File: config.mk
export PLATFORM = sky130hd
export DESIGN_NAME = nspi_frame_feeder
export DESIGN_NICKNAME = d
export VERILOG_FILES = /design/src/rtl/nspi_pkg.sv /design/src/rtl/nspi_frame_feeder.sv
export SDC_FILE = /design/constraint.sdc
export NUM_CORES = 1
export LEC_CHECK = 0
export ABC_CLOCK_PERIOD_IN_PS = 3700
export BUFFER_PORTS_ARGS = -buffer_cell sky130_fd_sc_hd__buf_2
export CORE_UTILIZATION = 55
export CTS_CLUSTER_SIZE = 25
export DETAILED_ROUTE_END_ITERATION = 16
export GPL_TIMING_DRIVEN = 0
export PLACE_DENSITY = 0.83
export SLEW_MARGIN = 20
export SYNTH_ARGS = -nofsm -noshare
export SYNTH_HDL_FRONTEND = slang
export SYNTH_SLANG_ARGS = --single-unit
File: constraint.sdc
create_clock -name clk -period 3.7 [get_ports clk]
set_input_delay 0.37 -clock clk [delete_from_list [all_inputs] [get_ports clk]]
set_output_delay 0.37 -clock clk [all_outputs]
set_load 0.01 [all_outputs]
File: src/rtl/nspi_pkg.sv
`default_nettype none
// ============================================================================
// Module   : nspi_pkg
// Purpose  : Shared types and default constants for the N-channel SPI path.
// Revision : 1.0 - initial release
// ============================================================================
package nspi_pkg;

   // Default channel count (one matrix per channel)
   localparam int NSPI_CHANNELS      = 3;
   // Default word width per channel
   localparam int NSPI_WORD          = 8;
   // 16x8 RGB matrix frame size in bytes
   localparam int MATRIX_FRAME_BYTES = 384;

   // Frame feeder control states
   typedef enum logic [2:0] {
      IDLE      = 3'd0,
      START     = 3'd1,
      WAIT_ACK  = 3'd2,
      WAIT_DONE = 3'd3,
      GAP       = 3'd4
   } feeder_state_t;

   // Larger of two integers, used for shared timer sizing
   function automatic int max_int(input int a, input int b);
      return (a > b) ? a : b;
   endfunction

endpackage
`default_nettype wire

File: src/rtl/nspi_frame_feeder.sv
`default_nettype none
// ============================================================================
// Module   : nspi_frame_feeder
// Purpose  : Feeds one word per channel into nspi_tx, tracks frame alignment,
//            retries unacknowledged starts and inserts an idle gap after each
//            frame so the matrix controllers can find the frame boundary.
// Revision : 1.0 - initial release
// ============================================================================
module nspi_frame_feeder
   import nspi_pkg::*;
#(
   parameter int CHANNEL_NUMBER = NSPI_CHANNELS,
   parameter int SPI_SIZE       = NSPI_WORD,
   parameter int FRAME_BYTES    = MATRIX_FRAME_BYTES,
   parameter int GAP_CYCLES     = 64,
   parameter int ACK_TIMEOUT    = 8
) (
   input  logic                                     clk,
   input  logic                                     rst,
   input  logic                                     in_valid,
   output logic                                     in_ready,
   input  logic                                     in_sof,
   input  logic [SPI_SIZE-1:0][CHANNEL_NUMBER-1:0]  in_data,
   output logic [SPI_SIZE-1:0][CHANNEL_NUMBER-1:0]  tx_data,
   output logic                                     start_tx,
   input  logic                                     tx_finish,
   output logic                                     frame_done,
   output logic                                     sof_error,
   output logic                                     ack_error
);

   // A one-word frame still needs a 1-bit counter
   localparam int CNT_W = (FRAME_BYTES > 1) ? $clog2(FRAME_BYTES) : 1;
   // One timer serves both the ack timeout and the frame gap
   localparam int TMR_W = $clog2(max_int(GAP_CYCLES, ACK_TIMEOUT) + 1);

   localparam logic [CNT_W-1:0] BYTE_LAST = CNT_W'(FRAME_BYTES - 1);
   localparam logic [TMR_W-1:0] ACK_LAST  = TMR_W'(ACK_TIMEOUT - 1);
   localparam logic [TMR_W-1:0] GAP_LAST  = TMR_W'((GAP_CYCLES > 0) ? GAP_CYCLES - 1 : 0);

   feeder_state_t    state;
   feeder_state_t    state_next;
   logic             in_frame;
   logic [CNT_W-1:0] byte_cnt;
   logic [TMR_W-1:0] tmr;

   // Decoded events for this cycle
   logic             load;
   logic             sof_start;
   logic             ack_to;
   logic             last_done;
   logic             word_done;

   // State register; reset forces IDLE at once so start_tx drops immediately
   always_ff @(posedge clk or posedge rst) begin
      if (rst) begin
         state <= IDLE;
      end else begin
         state <= state_next;
      end
   end

   // Next-state decode and combinational handshake outputs
   always_comb begin
      state_next = state;
      load       = 1'b0;
      sof_start  = 1'b0;
      ack_to     = 1'b0;
      last_done  = 1'b0;
      word_done  = 1'b0;
      in_ready   = (state == IDLE) && !rst;
      start_tx   = (state == START);
      case (state)
         IDLE: begin
            if (in_valid) begin
               if (in_sof) begin
                  load       = 1'b1;
                  sof_start  = 1'b1;
                  state_next = START;
               end else if (in_frame) begin
                  load       = 1'b1;
                  state_next = START;
               end
               // a non-sof word outside a frame is dropped to resync
            end
         end
         START: begin
            state_next = WAIT_ACK;
         end
         WAIT_ACK: begin
            if (!tx_finish) begin
               state_next = WAIT_DONE;
            end else if (tmr == ACK_LAST) begin
               ack_to     = 1'b1;
               state_next = START;
            end
         end
         WAIT_DONE: begin
            // only a high sample ends the transfer; no timeout here
            if (tx_finish) begin
               if (byte_cnt == BYTE_LAST) begin
                  last_done  = 1'b1;
                  state_next = (GAP_CYCLES == 0) ? IDLE : GAP;
               end else begin
                  word_done  = 1'b1;
                  state_next = IDLE;
               end
            end
         end
         GAP: begin
            if (tmr == GAP_LAST) begin
               state_next = IDLE;
            end
         end
         default: begin
            state_next = IDLE;
         end
      endcase
   end

   // Data path, frame tracking, shared timer and registered status pulses
   always_ff @(posedge clk or posedge rst) begin
      if (rst) begin
         tx_data    <= '0;
         in_frame   <= 1'b0;
         byte_cnt   <= '0;
         tmr        <= '0;
         frame_done <= 1'b0;
         sof_error  <= 1'b0;
         ack_error  <= 1'b0;
      end else begin
         frame_done <= last_done;
         sof_error  <= sof_start && in_frame;
         ack_error  <= ack_to;

         if (load) begin
            tx_data <= in_data;
         end

         if (sof_start) begin
            in_frame <= 1'b1;
            byte_cnt <= '0;
         end else if (last_done) begin
            in_frame <= 1'b0;
            byte_cnt <= '0;
         end else if (word_done) begin
            byte_cnt <= byte_cnt + CNT_W'(1);
         end

         if (state == START || last_done) begin
            tmr <= '0;
         end else if ((state == WAIT_ACK && tx_finish) || state == GAP) begin
            tmr <= tmr + TMR_W'(1);
         end
      end
   end

endmodule
`default_nettype wire

==> flow_summary.json, run 1 <==
{
  "crit_required_ns": 3.33,
  "drcViolationCount": 0,
  "dpl-instance-area_sq_um": 2560,
  "vias": 1625,
  "wl_um": 4170,
  "grt_pass1_wl_um": 7020,
  "worst_pin_slew_ns": 0.573,
  "cts_resized": 0,
  "syn_area_sq_um": 2200,
  "dieArea_sq_um": 4250,
  "gp_congestion": 0.844,
  "hpwlAfterDp_um": 3120,
  "powerDensity_nw_per_um2": 706,
  "cts_tree": "built",
  "max-clock-path-buffers": 2,
  "syn2layout_area_growth_pct": 22.7,
  "synth_cell_types": 45,
  "final_max_slew_viol_count": 0,
  "synth_edf_count": 0,
  "synth_nets": 213,
  "multiInputGateArea_sq_um": 957,
  "io_buffers": 57,
  "die_height_um": 65.2,
  "post-route-period-util_pct": 51.8,
  "drive_gt1_share_pct": 35.5,
  "fin_tns_setup_ns": 0,
  "arrival_ns": 1.55,
  "crit_path_cell_trace": "or3_1 -> clkbuf_1 -> nor2_1 -> buf_2",
  "setup_viol": 0,
  "crit_family": "simple AND/OR/NAND/NOR gates",
  "max_stage_delay_ns": 0.43,
  "wire_per_inst_um": 14.1,
  "relSlewSlack_pct": 61.4,
  "final_net_count": 278,
  "drt_iter0_drc": 41,
  "synth_cells": 182,
  "avgSynthCellArea_sq_um": 12.1,
  "preCtsSetupSlack_ns": 1.81,
  "grt_pass1_vias": 1582,
  "core_area_sq_um": 3740,
  "ys_seq_area_share_pct": 53.5,
  "std_cell_rows": 22,
  "finalCriticalPeriod_ns": 1.92,
  "synth_flop_cell": "dfrtp_1",
  "drv_cap": 0,
  "hold_class": "input pin to async pin",
  "clk_pin_slew_ns": 0.08,
  "rsz0062_at_grt": "false",
  "cts_buffers": 5,
  "grt_max_degree": 27,
  "cp_num_buf_inv": 2,
  "worst_slack_ns": 1.78,
  "final.setup_skew_ns": 0.00531,
  "viasPerCell": 5.49,
  "hold_viol": 0,
  "critical_path_peak_fanout": 5,
  "grt.total_usage_pct": 21.7,
  "initial_core_util_pct": 58.7,
  "clock-sinks": 47,
  "criticalPathCategory": "flop to output port",
  "status": "complete, no violations",
  "htree_levels": 2,
  "ys_ff_latch": 47,
  "antenna_left": 0,
  "dr.pass1.iters": 4,
  "die-width_um": 65.2,
  "antenna_cells": 0,
  "ios": 58,
  "post_cts_buffers": 0,
  "fin_area_sq_um": 2700,
  "critPathCaptureType": "output port",
  "fmax_ghz": 0.522,
  "async_flop_share_pct": 100,
  "vdd_drop_max_v": 0.000376,
  "cpMaxStageDelayCell": "dfrtp_1",
  "regArea_sq_um": 1180,
  "critPathLaunchType": "flop",
  "power_leakage_nw": 1.23,
  "ctsHoldBuffers": 0,
  "yosysWarningCount": 0,
  "n_fill_cell": 256,
  "overflow": 0,
  "clock_latency_ns": 0.29,
  "clockRootBuffer": "clkbuf_8",
  "antenna_found_initial": 0
}
## sequential cells by signal, indices dropped and copies added (netlist names)
signal,cells
tx_data,24
byte_cnt,9
tmr,7
state,3
ack_error,1
frame_done,1
in_frame,1
sof_error,1
## metrics by stage
step	std cells	hold slack (ns)	util [%]	power [W]
2_1_floorplan	182	0.498	-	0.00124
3_3_place_gp	287	0.464	67.9	0.00146
3_5_place_dp	288	0.437	68.5	0.00149
4_1_cts	296	0.114	72.0	0.00192
5_1_grt	296	0.138	72.0	0.00203
6_report	296	0.102	72.0	0.00190
## worst register-to-register path: stages (launching register included)
cell and delay (ns):
dfrtp_1 0.43, or3_1 0.37, clkbuf_1 0.19, nor2_4 0.20
buf_4 0.22, mux2_1 0.35
## path summary, 6_finish.rpt
path                       slack [ns]                     from                      end  cells past startpoint
setup / recovery                 1.78     state[1]$_DFFE_PP0P_                 in_ready                      4
hold / removal                   0.10                      rst  byte_cnt[1]$_DFFE_PP0P_                      2
setup reg to reg                 1.81     state[1]$_DFFE_PP0P_  tx_data[12]$_DFFE_PP0P_                      5
hold reg to reg                  0.48  tx_data[14]$_DFFE_PP0P_  tx_data[14]$_DFFE_PP0P_                      1
max in group asynchronous        3.10                      rst      sof_error$_DFF_PP0_                      3
min in group clk                 0.29              in_data[22]  tx_data[22]$_DFFE_PP0P_                      2
## Yosys cell counts, types with 2 or more instances
cell | instances | area, sq um
nand4b_1 | 2 | 17.5
o41ai_1 | 2 | 17.5
nor3_1 | 4 | 20.0
o31ai_1 | 2 | 15.0
nor2b_1 | 2 | 12.5
a211oi_1 | 2 | 15.0
a2111oi_2 | 3 | 45.0
buf_4 | 3 | 22.5
dfrtp_1 | 47 | 1180
or3_1 | 3 | 18.8
xnor2_1 | 6 | 52.6
a21oi_1 | 9 | 45.0
o21ai_0 | 9 | 45.0
inv_1 | 5 | 18.8
ha_1 | 2 | 25.0
nand3_1 | 5 | 25.0
xor2_1 | 3 | 26.3
mux2_1 | 20 | 225
mux2_2 | 4 | 45.0
nand2b_1 | 2 | 12.5
nand4_1 | 2 | 12.5
nor2_1 | 14 | 52.6
clkbuf_1 | 2 | 7.51
nand2_1 | 8 | 30.0
## layer usage
| metal | track usage (%) | part of all wire (%) |
|---|---|---|
| met4 | 5.71 | 1.0 |
| met5 | 0 | 0 |
| met2 | 36.6 | 47 |
| met1 | 27.6 | 46 |
| met3 | 5.56 | 6.1 |
## cell usage in the layout, fill, tap and decap left out, types with 3 or more instances in the layout
cell type	n
or3_1	3
a2111oi_2	3
buf_4	3
inv_1	4
nor2_1	14
clkbuf_8	5
a21oi_1	9
mux2_1	20
mux2_2	4
xor2_1	3
nor3_1	4
nand2_1	8
o21ai_0	9
dfrtp_1	47
clkbuf_1	3
buf_2	58
xnor2_1	6
nand3_1	5
## layout make-up
type	count	area share, %
Multi-Input combinational cell	123	35.5
Sequential cell	47	43.6
Inverter	5	0.696
Clock buffer	6	2.69
Tap cell	48	2.23
Buffer	7	1.72
Clock inverter	2	2.23
Timing Repair Buffer	58	11.3
## kinds of logic (layout without fill, tap and decap cells)
| kind of cell | Yosys count | in the layout | share of synthesized area [%] |
|---|---|---|---|
| compound gates | 33 | 33 | 10.6 |
| xor+xnor | 9 | 9 | 3.59 |
| fa+ha+maj | 2 | 2 | 1.14 |
| buf+inv | 12 | 78 | 2.96 |
| flops | 47 | 47 | 53.5 |
| mux | 24 | 24 | 12.3 |
| simple gates | 55 | 55 | 15.9 |
## power by group
part | internal (W) | switching [W]
registers | 0.000700 | 0.000116
clock network | 0.000270 | 0.000161
logic | 0.000315 | 0.000341
total | 0.00128 | 0.000618
No activity file was read; power rests on OpenSTA's default activity.
==> inputs of run 2 (changes only) <==
ABC_CLOCK_PERIOD_IN_PS = 1560   (was 3700)
CORE_UTILIZATION = 47   (was 55)
PLACE_DENSITY = 0.75   (was 0.83)
clock period = 1.56 ns   (was 3.7 ns; I/O delays follow)
==> flow_summary.json, run 2 (synthesized netlist as in run 1, its figures left out) <==
{
  "fmax_ghz": 0.576,
  "clockRootBuffer": "clkbuf_8",
  "vdd_drop_max_v": 0.000902,
  "max_flop_register": "tx_data",
  "cts_tree": "built",
  "antenna_cells": 0,
  "setup_viol": 34,
  "final_cell_mix": "buf_2 (58), dfrtp_1 (45), mux2_4 (24)",
  "arrival_ns": 1.96,
  "antenna_left": 0,
  "htree_levels": 2,
  "criticalPathCategory": "flop to flop",
  "max-clock-path-buffers": 2,
  "grt_max_degree": 30,
  "final_common_cell": "buf_2",
  "ios": 58,
  "grt_pass1_wl_um": 7620,
  "wl_um": 5350,
  "relSlewSlack_pct": 71.9,
  "std_cell_rows": 24,
  "critPathLaunchType": "flop",
  "final_max_slew_viol_count": 0,
  "rsz0062_at_grt": "true",
  "status": "complete, but fails checks",
  "n_fill_cell": 304,
  "crit_required_ns": 1.78,
  "fin_tns_setup_ns": -3.23,
  "crit_path_cell_trace": "buf_6 -> nand4bb_4 -> and2_4 -> or4b_1 -> a21oi_1",
  "max_stage_delay_ns": 0.52,
  "vias": 1788,
  "die_height_um": 70.4,
  "clock-sinks": 47,
  "drcViolationCount": 0,
  "utilization_pct": 72.7,
  "viasPerCell": 5.40,
  "dpl-instance-area_sq_um": 2590,
  "worst_slack_ns": -0.178,
  "drive_gt1_share_pct": 55.2,
  "worst_pin_slew_ns": 0.421,
  "reg_top3": "tx_data (24), byte_cnt (9), tmr (7)",
  "drt_iter0_drc": 93,
  "final_net_count": 310,
  "grt_pass1_vias": 1645,
  "io_buffers": 57,
  "fin_area_sq_um": 3210,
  "drv_cap": 0,
  "critical_path_peak_fanout": 7,
  "hold_viol": 0,
  "violations": "negative setup slack",
  "gp_congestion": 0.810,
  "critPathCaptureType": "flop",
  "die-width_um": 70.4,
  "hold_class": "input pin to flop",
  "cpMaxStageDelayCell": "or4b_1",
  "grt.total_usage_pct": 19.3,
  "largest_reg_flops": 24,
  "clk_pin_slew_ns": 0.08,
  "cp_num_buf_inv": 1,
  "powerDensity_nw_per_um2": 1580,
  "antenna_found_initial": 0,
  "final.setup_skew_ns": 0.0113,
  "cts_buffers": 5,
  "dieArea_sq_um": 4950,
  "syn2layout_area_growth_pct": 46.0,
  "finalCriticalPeriod_ns": 1.74,
  "dr.pass1.iters": 4,
  "crit_family": "simple AND/OR/NAND/NOR gates",
  "power_leakage_nw": 1.48,
  "finalPower_w": 0.00509,
  "post-route-period-util_pct": 111,
  "core_area_sq_um": 4410,
  "hpwlAfterDp_um": 2860,
  "overflow": 0,
  "clock_latency_ns": 0.30,
  "initial_core_util_pct": 49.8,
  "wire_per_inst_um": 16.2,
  "holdWs_ns": 0.0944
}
run 2: changes by cell type in the layout (fill, tap and decap cells not counted), moves of 4 or more:
cell,previous run,this run
buf_6,1,10
mux2_1,20,0
mux2_2,4,0
buf_4,3,22
mux2_4,0,24
run 2: cell type report:
class / count / area, sq um / share of cell area, %
Tap cell: 52 / 65.1 / 2.03
Multi-Input combinational cell: 123 / 1180 / 36.7
Clock buffer: 6 / 82.6 / 2.57
Clock inverter: 1 / 5.00 / 0.156
Timing Repair Buffer: 92 / 639 / 19.9
Inverter: 5 / 18.8 / 0.585
Buffer: 5 / 43.8 / 1.36
Sequential cell: 47 / 1180 / 36.7
run 2: stage by stage:
stage	setup WS, ns	instances
after CTS	-0.136	319
after global placement	-0.312	291
final	-0.178	331
after global routing	-0.217	331
after detailed placement	-0.230	292
after floorplan	-0.106	182
run 2: path summary, 6_finish.rpt:
kind / start / to / slack (ns) / depth (start not counted)
worst max-delay path: state[0]$_DFFE_PP0P_ / byte_cnt[5]$_DFFE_PP0P_ / -0.18 / 5
worst min-delay path: in_data[15] / tx_data[15]$_DFFE_PP0P_ / 0.09 / 2
worst max register to register: state[0]$_DFFE_PP0P_ / byte_cnt[5]$_DFFE_PP0P_ / -0.18 / 5
worst min register to register: tx_data[16]$_DFFE_PP0P_ / tx_data[16]$_DFFE_PP0P_ / 0.51 / 1
max in group asynchronous: rst / ack_error$_DFF_PP0_ / 0.64 / 4
min in group asynchronous: rst / tx_data[20]$_DFFE_PP0P_ / 0.42 / 3
run 2: where the power goes:
group          internal, W  switching, W
Combinational      0.00134       0.00105
Sequential         0.00166      0.000309
Clock             0.000348      0.000377
Total              0.00335       0.00173
run 2: repair_timing:
item,in CTS,in global routing
gates cloned,0,2
pin swaps,9,23
setup endpoints to repair,41,43
setup buffers,19,12
endpoints found under the hold margin,18,0
hold buffers,1,0
resized for setup,10,50
run 2: metal layers:
metal / vias up / wire, um / global-route usage [%]
li1: 850 / - / -
met1: 872 / 2340 / 26.2
met2: 59 / 2700 / 30.9
met3: 7 / 242 / 4.18
met4: 0 / 66 / 6.00
met5: - / 0 / 0
